<file path="src/rtl/dr_adder_seq_ctrl.sv">
// -----------------------------------------------------------------------------
// dr_adder_seq_ctrl
//
// Clocked sequencer for a single dual-rail (NULL/DATA, four-phase) full-adder
// cell. The cell is reused bit-serially to perform a WIDTH-bit ripple add, LSB
// first. For each bit the controller issues a DATA wave, waits for completion,
// captures the sum and carry bits, then issues a NULL wave and waits for the
// cell to return to NULL.
//
// Rail encoding: NULL=2'b00, FALSE=2'b01, TRUE=2'b10. 2'b11 is illegal.
//
// Handshake (clocked side): a request is accepted on any rising clock edge
// where start & ready are both high. Operands and carry-in are sampled on that
// edge. valid pulses for one cycle when sum/cout hold the result, and ready is
// already high in that cycle, so a new start can be accepted there.
//
// Ports:
//   clk, rst          clock, synchronous active-high reset
//   start, ready      request / idle-and-can-accept
//   op_a, op_b        WIDTH-bit operands, latched on accept
//   op_cin            carry-in, latched on accept
//   sum, cout         result and carry-out, meaningful while valid=1
//   valid             one-cycle result strobe
//   err               sticky error flag, cleared on accept or rst
//   a_dr, b_dr        dual-rail operand bits to the adder cell
//   cin_dr            dual-rail carry to the adder cell
//   in_ack            async input-side completion from the cell
//   s_dr, cout_dr     async dual-rail sum / carry from the cell
//   out_rfd           ready-for-data to the cell outputs (1=DATA, 0=NULL)
//   dbg_state         current FSM state encoding
// -----------------------------------------------------------------------------
module dr_adder_seq_ctrl #(
  parameter int WIDTH       = 8,
  parameter int SYNC_STAGES = 2,
  parameter int TIMEOUT     = 255
) (
  input  logic             clk,
  input  logic             rst,
  input  logic             start,
  output logic             ready,
  input  logic [WIDTH-1:0] op_a,
  input  logic [WIDTH-1:0] op_b,
  input  logic             op_cin,
  output logic [WIDTH-1:0] sum,
  output logic             cout,
  output logic             valid,
  output logic             err,
  output logic [1:0]       a_dr,
  output logic [1:0]       b_dr,
  output logic [1:0]       cin_dr,
  input  logic             in_ack,
  input  logic [1:0]       s_dr,
  input  logic [1:0]       cout_dr,
  output logic             out_rfd,
  output logic [2:0]       dbg_state
);

  localparam int IW      = (WIDTH > 1) ? $clog2(WIDTH) : 1;
  localparam int CW      = (TIMEOUT > 0) ? $clog2(TIMEOUT + 1) : 1;
  localparam int TO_LAST = (TIMEOUT > 0) ? TIMEOUT - 1 : 0;

  // S_DRAIN is the error-recovery wait: rails held NULL, out_rfd low, until
  // the cell has fully returned to NULL after an illegal code was seen.
  typedef enum logic [2:0] {
    S_IDLE  = 3'd0,
    S_DATA  = 3'd1,
    S_NULL  = 3'd2,
    S_DONE  = 3'd3,
    S_DRAIN = 3'd4
  } state_t;

  state_t state_q, state_d;

  function automatic logic [1:0] enc(input logic b);
    return b ? 2'b10 : 2'b01;
  endfunction

  // ---------------------------------------------------------------------------
  // Input synchronizers. The rails are synchronized bit-wise; this is safe
  // because four-phase rails only move monotonically (NULL -> one rail high ->
  // NULL), so a partially-updated sample reads as "not yet complete".
  // ---------------------------------------------------------------------------
  logic [4:0] sync_q [SYNC_STAGES];

  always_ff @(posedge clk) begin
    if (rst) begin
      for (int k = 0; k < SYNC_STAGES; k++) sync_q[k] <= '0;
    end else begin
      sync_q[0] <= {in_ack, s_dr, cout_dr};
      for (int k = 1; k < SYNC_STAGES; k++) sync_q[k] <= sync_q[k-1];
    end
  end

  logic       ack_s;
  logic [1:0] s_s;
  logic [1:0] c_s;

  assign ack_s = sync_q[SYNC_STAGES-1][4];
  assign s_s   = sync_q[SYNC_STAGES-1][3:2];
  assign c_s   = sync_q[SYNC_STAGES-1][1:0];

  logic out_data, out_null, illegal;

  assign out_data = ((s_s == 2'b01) || (s_s == 2'b10)) &&
                    ((c_s == 2'b01) || (c_s == 2'b10));
  assign out_null = (s_s == 2'b00) && (c_s == 2'b00);
  assign illegal  = (s_s == 2'b11) || (c_s == 2'b11);

  // ---------------------------------------------------------------------------
  // Datapath registers
  // ---------------------------------------------------------------------------
  logic [WIDTH-1:0] a_q, b_q;
  logic             carry_q;
  logic [IW-1:0]    i_q, i_inc;
  logic [CW-1:0]    cnt_q;

  logic accept, data_done, null_done, last_bit, tmo_hit;

  assign accept    = start && ready;
  assign data_done = ack_s && out_data;
  assign null_done = !ack_s && out_null;
  assign last_bit  = (i_q == IW'(WIDTH - 1));
  assign i_inc     = last_bit ? '0 : i_q + IW'(1);
  assign tmo_hit   = (TIMEOUT > 0) && (cnt_q == CW'(TO_LAST));

  // ---------------------------------------------------------------------------
  // FSM: state register
  // ---------------------------------------------------------------------------
  always_ff @(posedge clk) begin
    if (rst) state_q <= S_IDLE;
    else     state_q <= state_d;
  end

  // ---------------------------------------------------------------------------
  // FSM: next state. Within a wait, illegal beats completion, and completion
  // beats timeout.
  // ---------------------------------------------------------------------------
  always_comb begin
    state_d = state_q;
    case (state_q)
      S_IDLE: begin
        if (accept) state_d = S_DATA;
      end
      S_DATA: begin
        if (illegal)        state_d = S_DRAIN;
        else if (data_done) state_d = S_NULL;
        else if (tmo_hit)   state_d = S_IDLE;
      end
      S_NULL: begin
        if (illegal)        state_d = S_DRAIN;
        else if (null_done) state_d = last_bit ? S_DONE : S_DATA;
        else if (tmo_hit)   state_d = S_IDLE;
      end
      S_DRAIN: begin
        if (null_done)      state_d = S_IDLE;
        else if (tmo_hit)   state_d = S_IDLE;
      end
      S_DONE: begin
        state_d = accept ? S_DATA : S_IDLE;
      end
      default: state_d = S_IDLE;
    endcase
  end

  // ---------------------------------------------------------------------------
  // FSM: outputs. Every output is registered, so this block computes the value
  // each output takes together with the state being entered. Rails therefore
  // change only on state entry.
  // ---------------------------------------------------------------------------
  logic       a_bit, b_bit, c_bit;
  logic [1:0] a_dr_d, b_dr_d, cin_dr_d;
  logic       rfd_d, ready_d, valid_d;

  always_comb begin
    // Bit presented in the next DATA wave: bit 0 of the incoming operands on
    // accept, the next bit when leaving NULL, otherwise the current bit.
    a_bit = a_q[i_q];
    b_bit = b_q[i_q];
    c_bit = carry_q;
    if (accept) begin
      a_bit = op_a[0];
      b_bit = op_b[0];
      c_bit = op_cin;
    end else if (state_q == S_NULL) begin
      a_bit = a_q[i_inc];
      b_bit = b_q[i_inc];
    end

    a_dr_d   = 2'b00;
    b_dr_d   = 2'b00;
    cin_dr_d = 2'b00;
    if (state_d == S_DATA) begin
      a_dr_d   = enc(a_bit);
      b_dr_d   = enc(b_bit);
      cin_dr_d = enc(c_bit);
    end

    rfd_d   = !((state_d == S_NULL) || (state_d == S_DRAIN));
    ready_d = (state_d == S_IDLE) || (state_d == S_DONE);
    valid_d = (state_d == S_DONE);
  end

  always_ff @(posedge clk) begin
    if (rst) begin
      a_dr    <= 2'b00;
      b_dr    <= 2'b00;
      cin_dr  <= 2'b00;
      out_rfd <= 1'b1;
      ready   <= 1'b1;
      valid   <= 1'b0;
    end else begin
      a_dr    <= a_dr_d;
      b_dr    <= b_dr_d;
      cin_dr  <= cin_dr_d;
      out_rfd <= rfd_d;
      ready   <= ready_d;
      valid   <= valid_d;
    end
  end

  // ---------------------------------------------------------------------------
  // Operand, result, index and error registers
  // ---------------------------------------------------------------------------
  always_ff @(posedge clk) begin
    if (rst) begin
      a_q     <= '0;
      b_q     <= '0;
      carry_q <= 1'b0;
      i_q     <= '0;
      sum     <= '0;
      cout    <= 1'b0;
      err     <= 1'b0;
    end else begin
      case (state_q)
        S_DATA: begin
          if (illegal) begin
            err <= 1'b1;
          end else if (data_done) begin
            sum[i_q] <= s_s[1];
            carry_q  <= c_s[1];
          end else if (tmo_hit) begin
            err <= 1'b1;
          end
        end
        S_NULL: begin
          if (illegal) begin
            err <= 1'b1;
          end else if (null_done) begin
            if (last_bit) cout <= carry_q;
            else          i_q  <= i_inc;
          end else if (tmo_hit) begin
            err <= 1'b1;
          end
        end
        S_DRAIN: begin
          if (!null_done && tmo_hit) err <= 1'b1;
        end
        default: ;
      endcase

      // accept is only possible in IDLE/DONE, so it never collides with the
      // wait-state updates above.
      if (accept) begin
        a_q     <= op_a;
        b_q     <= op_b;
        carry_q <= op_cin;
        i_q     <= '0;
        err     <= 1'b0;
      end
    end
  end

  // Per-phase wait counter: cleared on every state change, counts while in a
  // wait state, saturates so it never wraps back below the timeout value.
  always_ff @(posedge clk) begin
    if (rst) begin
      cnt_q <= '0;
    end else if (state_d != state_q) begin
      cnt_q <= '0;
    end else if (((state_q == S_DATA) || (state_q == S_NULL) ||
                  (state_q == S_DRAIN)) && (cnt_q != '1)) begin
      cnt_q <= cnt_q + CW'(1);
    end
  end

  assign dbg_state = state_q;

endmodule

</file>
<file path="config.mk">
export PLATFORM = sky130hd
export DESIGN_NAME = dr_adder_seq_ctrl
export DESIGN_NICKNAME = d
export VERILOG_FILES = /design/src/rtl/dr_adder_seq_ctrl.sv
export SDC_FILE = /design/constraint.sdc
export NUM_CORES = 1
export LEC_CHECK = 0
export CORE_MARGIN = 2
export CORE_UTILIZATION = 45
export DETAILED_ROUTE_END_ITERATION = 8
export GPL_ROUTABILITY_DRIVEN = 0
export GPL_TIMING_DRIVEN = 0
export PLACE_DENSITY = 0.72
export SLEW_MARGIN = 40
export SYNTH_ARGS = -nofsm -noshare
export SYNTH_HDL_FRONTEND = slang
export SYNTH_SLANG_ARGS = --single-unit
</file>
<file path="constraint.sdc">
create_clock -name clk -period 2 [get_ports clk]
set_input_delay 0.5 -clock clk [delete_from_list [all_inputs] [get_ports clk]]
set_output_delay 0.5 -clock clk [all_outputs]
set_load 0.03 [all_outputs]
</file>
; ---- Yosys cells after proc, flatten, opt, wreduce, memory -nomap -nowiden
; Memory sizes are Yosys's and may differ from the RTL's.
; Cells that the tools add are included.
[totals]
regBits = 50
ramBits = 10
in_bits = 25
output_inout_bits = 22
elab_cells = 127
mem_count = 1
[op_classes]
n_addsub = 2
order_cmp = 3
eq_ne = 22
mux = 46
bitwise_logic = 5
n_reduce_logical = 33
[memory_table]
columns = name, depth, width, rd, rd_clocked_by_memory_dff, write_ports, line
row1 = sync_q, 2, 5, 2, 0, 2, 83  ; logic [4:0] sync_q [SYNC_STAGES];
[ops]
columns = cell, n
row1 = $mux 1, 24
row2 = $mux 3, 8
row3 = $pmux 3 s5, 1
row4 = $bmux 1 s3, 4
row5 = $eq 3x2->1 const B, 4
row6 = $reduce_and 4->1, 3
row7 = $mux 5, 2
row8 = $eq 3x3->1 const B, 3
row9 = $add 8x1->8 const B, 1
row10 = $bwmux 8, 1
row11 = $eq 2x2->1 const B, 4
row12 = $eq 8x8->1 const B, 1
row13 = $logic_and 1x1->1, 8
row14 = $lt 3x4->1 const B, 2
row15 = $mux 2, 4
row16 = $ne 8x8->1 const B, 1
row17 = $logic_or 1x1->1, 7
row18 = $eq 3x1->1 const B, 2
row19 = $logic_not 3->1, 2
row20 = $ne 3x3->1 const B, 2
row21 = $reduce_and 3->1, 2
row22 = $reduce_or 2->1, 3
row23 = $eq 2x1->1 const B, 2
row24 = $logic_not 2->1, 2
row25 = 12 further kinds, 18

; ---- Depth between registers and ports, before layout
[depth]
ltp_word = 10
mapped_depth = 9
ltp_nobuf = 7

; ---- Worst setup path before layout
; OpenSTA, ideal clock, no wires.
[synth_path]
path_kind = register to register
from = reg state_q[0], in the netlist dbg_state[0]
to = reg ready
setup_ps = 127
arrival_time_ps = 2041
required_ps = 1873
slack_ps = -168
stages_incl_launch_ff = 7
path_buffers = 1
synth_period_minus_slack_ps = 2168
path_cell_list = dfxtp_1 > clkbuf_2 > or4b_4 > a211o_1 > a31oi_4 > nor2b_1 > or3_1
[synth_via]
elab_chain_len = 6
word_cells_on_any_way = 16
cone_classes = eq/ne: 5 / mux: 8 / reduce/logical: 3
[synth_rtl]
columns = item, line
row1 = from (decl), 72  ; state_t state_q, state_d;
row2 = from (signal assigned), 131  ; else state_q <= state_d;
row3 = $mux 3, "147, 152, 156"
row4 = $mux 3 (on tied branches), "151, 146"
row5 = $mux 3 (on tied branches), "150, 145"
row6 = $pmux 3 s5 (*), 140  ; case (state_q)
row7 = $eq 3x2->1 / $logic_not 3->1 (equally long branches), 199  ; ready_d = (state_d == S_IDLE) || (state_d == S_DONE);
row8 = $logic_or 1x1->1 (*), 199
row9 = to (signal assigned), 216  ; ready <= ready_d;
row10 = to (decl), 40  ; output logic ready,
; Mark *: on every way between the ends. The rest lies on a longest branch, timed or not.
; A chain may end at the register's enable or synchronous reset.

==> results.cfg <==
[layout]
fin_cells = 467
n_antenna_cell = 0
final_util_pct = 61.4
nets = 418
area_growth_pct = 33.9
drive_above_1_share_pct = 15.6
fill_cells = 547

[floorplan]
die_height_um = 84.0
ioPinCount = 47
die-area_um2 = 7050
die_w_um = 84.0
start_util_pct = 45.8
rows = 29
core_region_area_um2 = 6280

[drt]
wire_per_inst_um = 14.6
drc = 0
drt-initial-drc-count = 116
final_antenna_net_count = 0
dr.pass1.iters = 4
vias = 2502
viasPerCell = 5.36
wl_um = 6830

[synth]
synth_nets = 355
async_reset_ff_share_pct = 0
yosysUniqueCellTypes = 46
ys_seq_area_share_pct = 41.8
syn_area_um2 = 2880
synth_area_per_cell_um2 = 8.93
yosys-top-cells-area = dfxtp_1 (42%), mux2i_1 (7.0%), nand2_1 (5.4%), nor2_1 (4.0%), a21oi_1 (3.8%)
ys_ff_latch = 60
synth_edf_count = 0
yosys_most_used_dff = dfxtp_1
ys_warn_count = 0
post-synth-top-count-cell = dfxtp_1
synth_top_area_share_pct = 41.8
yosysTopAreaCell = dfxtp_1
synthTopCellsByCount = dfxtp_1 (60), nand2_1 (41), nor2_1 (31), a21oi_1 (22), mux2i_1 (20)
syn_inst = 322

[power]
p_comb_share_pct = 12.8
power_per_cell_area_nw_per_um2 = 744
p_clk_share_pct = 42.5
p_leak_nw = 1.41
switching_share_pct = 24.8
p_switching_mw = 0.710
finalPower_mw = 2.86
p_int_mw = 2.15
seqPwrFrac_pct = 44.7
peakVddDrop_mv = 0.657

[grt]
gr-usage-all-layers_pct = 19.8
grt_pass1_vias = 2302
grt_overflow_total = 0
grt_pass1_wl_um = 11100
antenna_found_initial = 0
grt_max_degree = 11

[clocking]
htreeDepth = 3
numCtsBuffers = 9
cts_tree = built
clk_path_buf_depth = 2
clk_pin_slew_ns = 0.06
clock-root-buffer = clkbuf_8
insertion_delay_ns = 0.35
cts_sinks = 60

[timing]
holdWs_ns = 0.432
final.min_clock_period_ns = 2.11
max_slew_margin_pct = 57.4
fin_ws_ns = -0.108
rsz0062_at_grt = yes
finalSetupViolCount = 15
final.period_utilization_pct = 105
drv_slew = 0
fin_skew_ns = 0.00833
finalHoldViolCount = 0
fmax_mhz = 474
worst_slew_pin_slew_ns = 0.638

[setup_path]
path_cells = ha_4, or4b_4, a211o_1, a31oi_4, nor2b_1, or3_1
reg2reg_from = sync_q[0][6]$_SDFF_PP0_
crit_path_start = sync_q[0][6]$_SDFF_PP0_
crit_path_end_kind = register
startpoint_type = register
crit_type = register to register
worstPathArrival_ns = 2.33
worstPathMaxFanout = 5
crit_family = simple AND/OR/NAND/NOR gates
slowest_stage = or4b_4
cp_num_buf_inv = 0
required_ns = 2.22
slowest_delay_ns = 0.53

[job]
cap_viol_max_count = 0

[run_status]
violations = negative setup slack
status = finished with violations

[placed_design]
dp_hpwl_um = 4640
dp_cells = 445
port_buffers = 46
place_ws_ns = -0.522

[hold_path]
min_path_type = register to register
worstHoldStart = sync_q[0][2]$_SDFF_PP0_
==> cells by family (layout without fill, tap and decap cells) <==
kind of cell	after synthesis	in the layout	share of synthesized area (%)
AND/OR/NAND/NOR	149	149	27.2
adder cells (fa/ha/maj)	8	8	3.48
AO/OA/AOI/OAI	45	45	10.5
multiplexers	24	24	10.1
XOR/XNOR	10	10	3.05
buffers and inverters	26	94	3.87
flip-flops	60	60	41.8
==> placed cells by master, fill, tap and decap left out, types with 3 or more instances in the layout <==
master           instances
and3b_1                  3
or3_1                    3
a211oi_1                 3
o21ai_0                  5
nor2_1                  29
buf_6                    3
nand3_1                 13
nand4_1                  4
clkbuf_2                 3
ha_1                     5
dfxtp_2                  7
and2_1                   4
nand2_1                 41
buf_4                    6
dfxtp_1                 53
nor2b_1                 17
mux4_2                   4
buf_2                    3
clkbuf_1                10
xnor2_1                  8
inv_1                    7
a21oi_1                 22
nor3_1                   6
mux2i_1                 20
clkdlybuf4s50_1         46
nor3b_1                  8
clkbuf_8                10
==> registers in the layout (all words and copies together) (netlist names) <==
| signal | count |
|---|---|
| sync_q | 10 |
| a_q | 8 |
| b_q | 8 |
| cnt_q | 8 |
| sum | 8 |
| dbg_state | 3 |
| i_q | 3 |
| a_dr | 2 |
| b_dr | 2 |
| cin_dr | 2 |
| carry_q | 1 |
| cout | 1 |
| err | 1 |
| out_rfd | 1 |
| ready | 1 |
| valid | 1 |
==> power groups by stage <==
stage	Clock [mW]	Combinational, mW	Sequential, mW
final	1.22	0.367	1.28
after global placement	0	0.335	1.30
after CTS	1.26	0.359	1.28
after floorplan	0	0.189	1.32
after global routing	1.31	0.397	1.29
after detailed placement	0	0.340	1.30
==> per-stage QoR <==
step / cell area [um^2] / setup TNS, ns
floorplan: 2900 / -0.0837
finish: 3850 / -0.796
global route: 3850 / -2.27
detailed placement: 3450 / -14.13
CTS: 3790 / -0.723
global placement: 3450 / -13.08
==> worst reg2reg max path, stage by stage, from the launching register on <==
cell and delay (ns):
dfxtp_2 0.34, ha_4 0.17, or4b_4 0.53, a211o_1 0.29, a31oi_4 0.28, nor2b_1 0.07
or3_1 0.31
==> timing repair <==
| item | in CTS | in global routing |
|---|---|---|
| buffers inserted | 6 | 3 |
| hold buffers | 0 | 0 |
| pin swaps | 11 | 5 |
| hold endpoints to repair | 0 | 0 |
| cloned | 0 | 0 |
| setup endpoints to repair | 37 | 24 |
| resized for setup | 25 | 8 |
==> path summary, 6_finish.rpt <==
path,endpoint,slack [ns],depth (start not counted)
min,sync_q[0][7]$_SDFF_PP0_,0.43,1
max,ready$_SDFF_PP1_,-0.11,6
max reg2reg,ready$_SDFF_PP1_,-0.11,6
min reg2reg,sync_q[0][7]$_SDFF_PP0_,0.43,1
==> routing by layer <==
metal  routed length [um]  GRT usage [%]  part of all wire [%]  up-vias
met2                 3200           30.7                    47       67
li1                     -              -                     -     1261
met3                  374           7.02                   5.5       14
met1                 3140           25.4                    46     1160
met4                  115           7.18                   1.7        0
met5                    0              0                     0        -
==> cell type report <==
class / count / area [um^2] / share of cell area, %
clock buffers: 12 / 145 / 3.77
inverters: 7 / 26.3 / 0.682
clock inverters: 4 / 72.6 / 1.88
multi-input cells: 236 / 1670 / 43.3
repair buffers: 54 / 537 / 13.9
plain buffers: 17 / 97.6 / 2.53
flip-flops and latches: 60 / 1210 / 31.4
well taps: 77 / 96.3 / 2.50
Note: power is estimated with default switching activity, not from simulation.
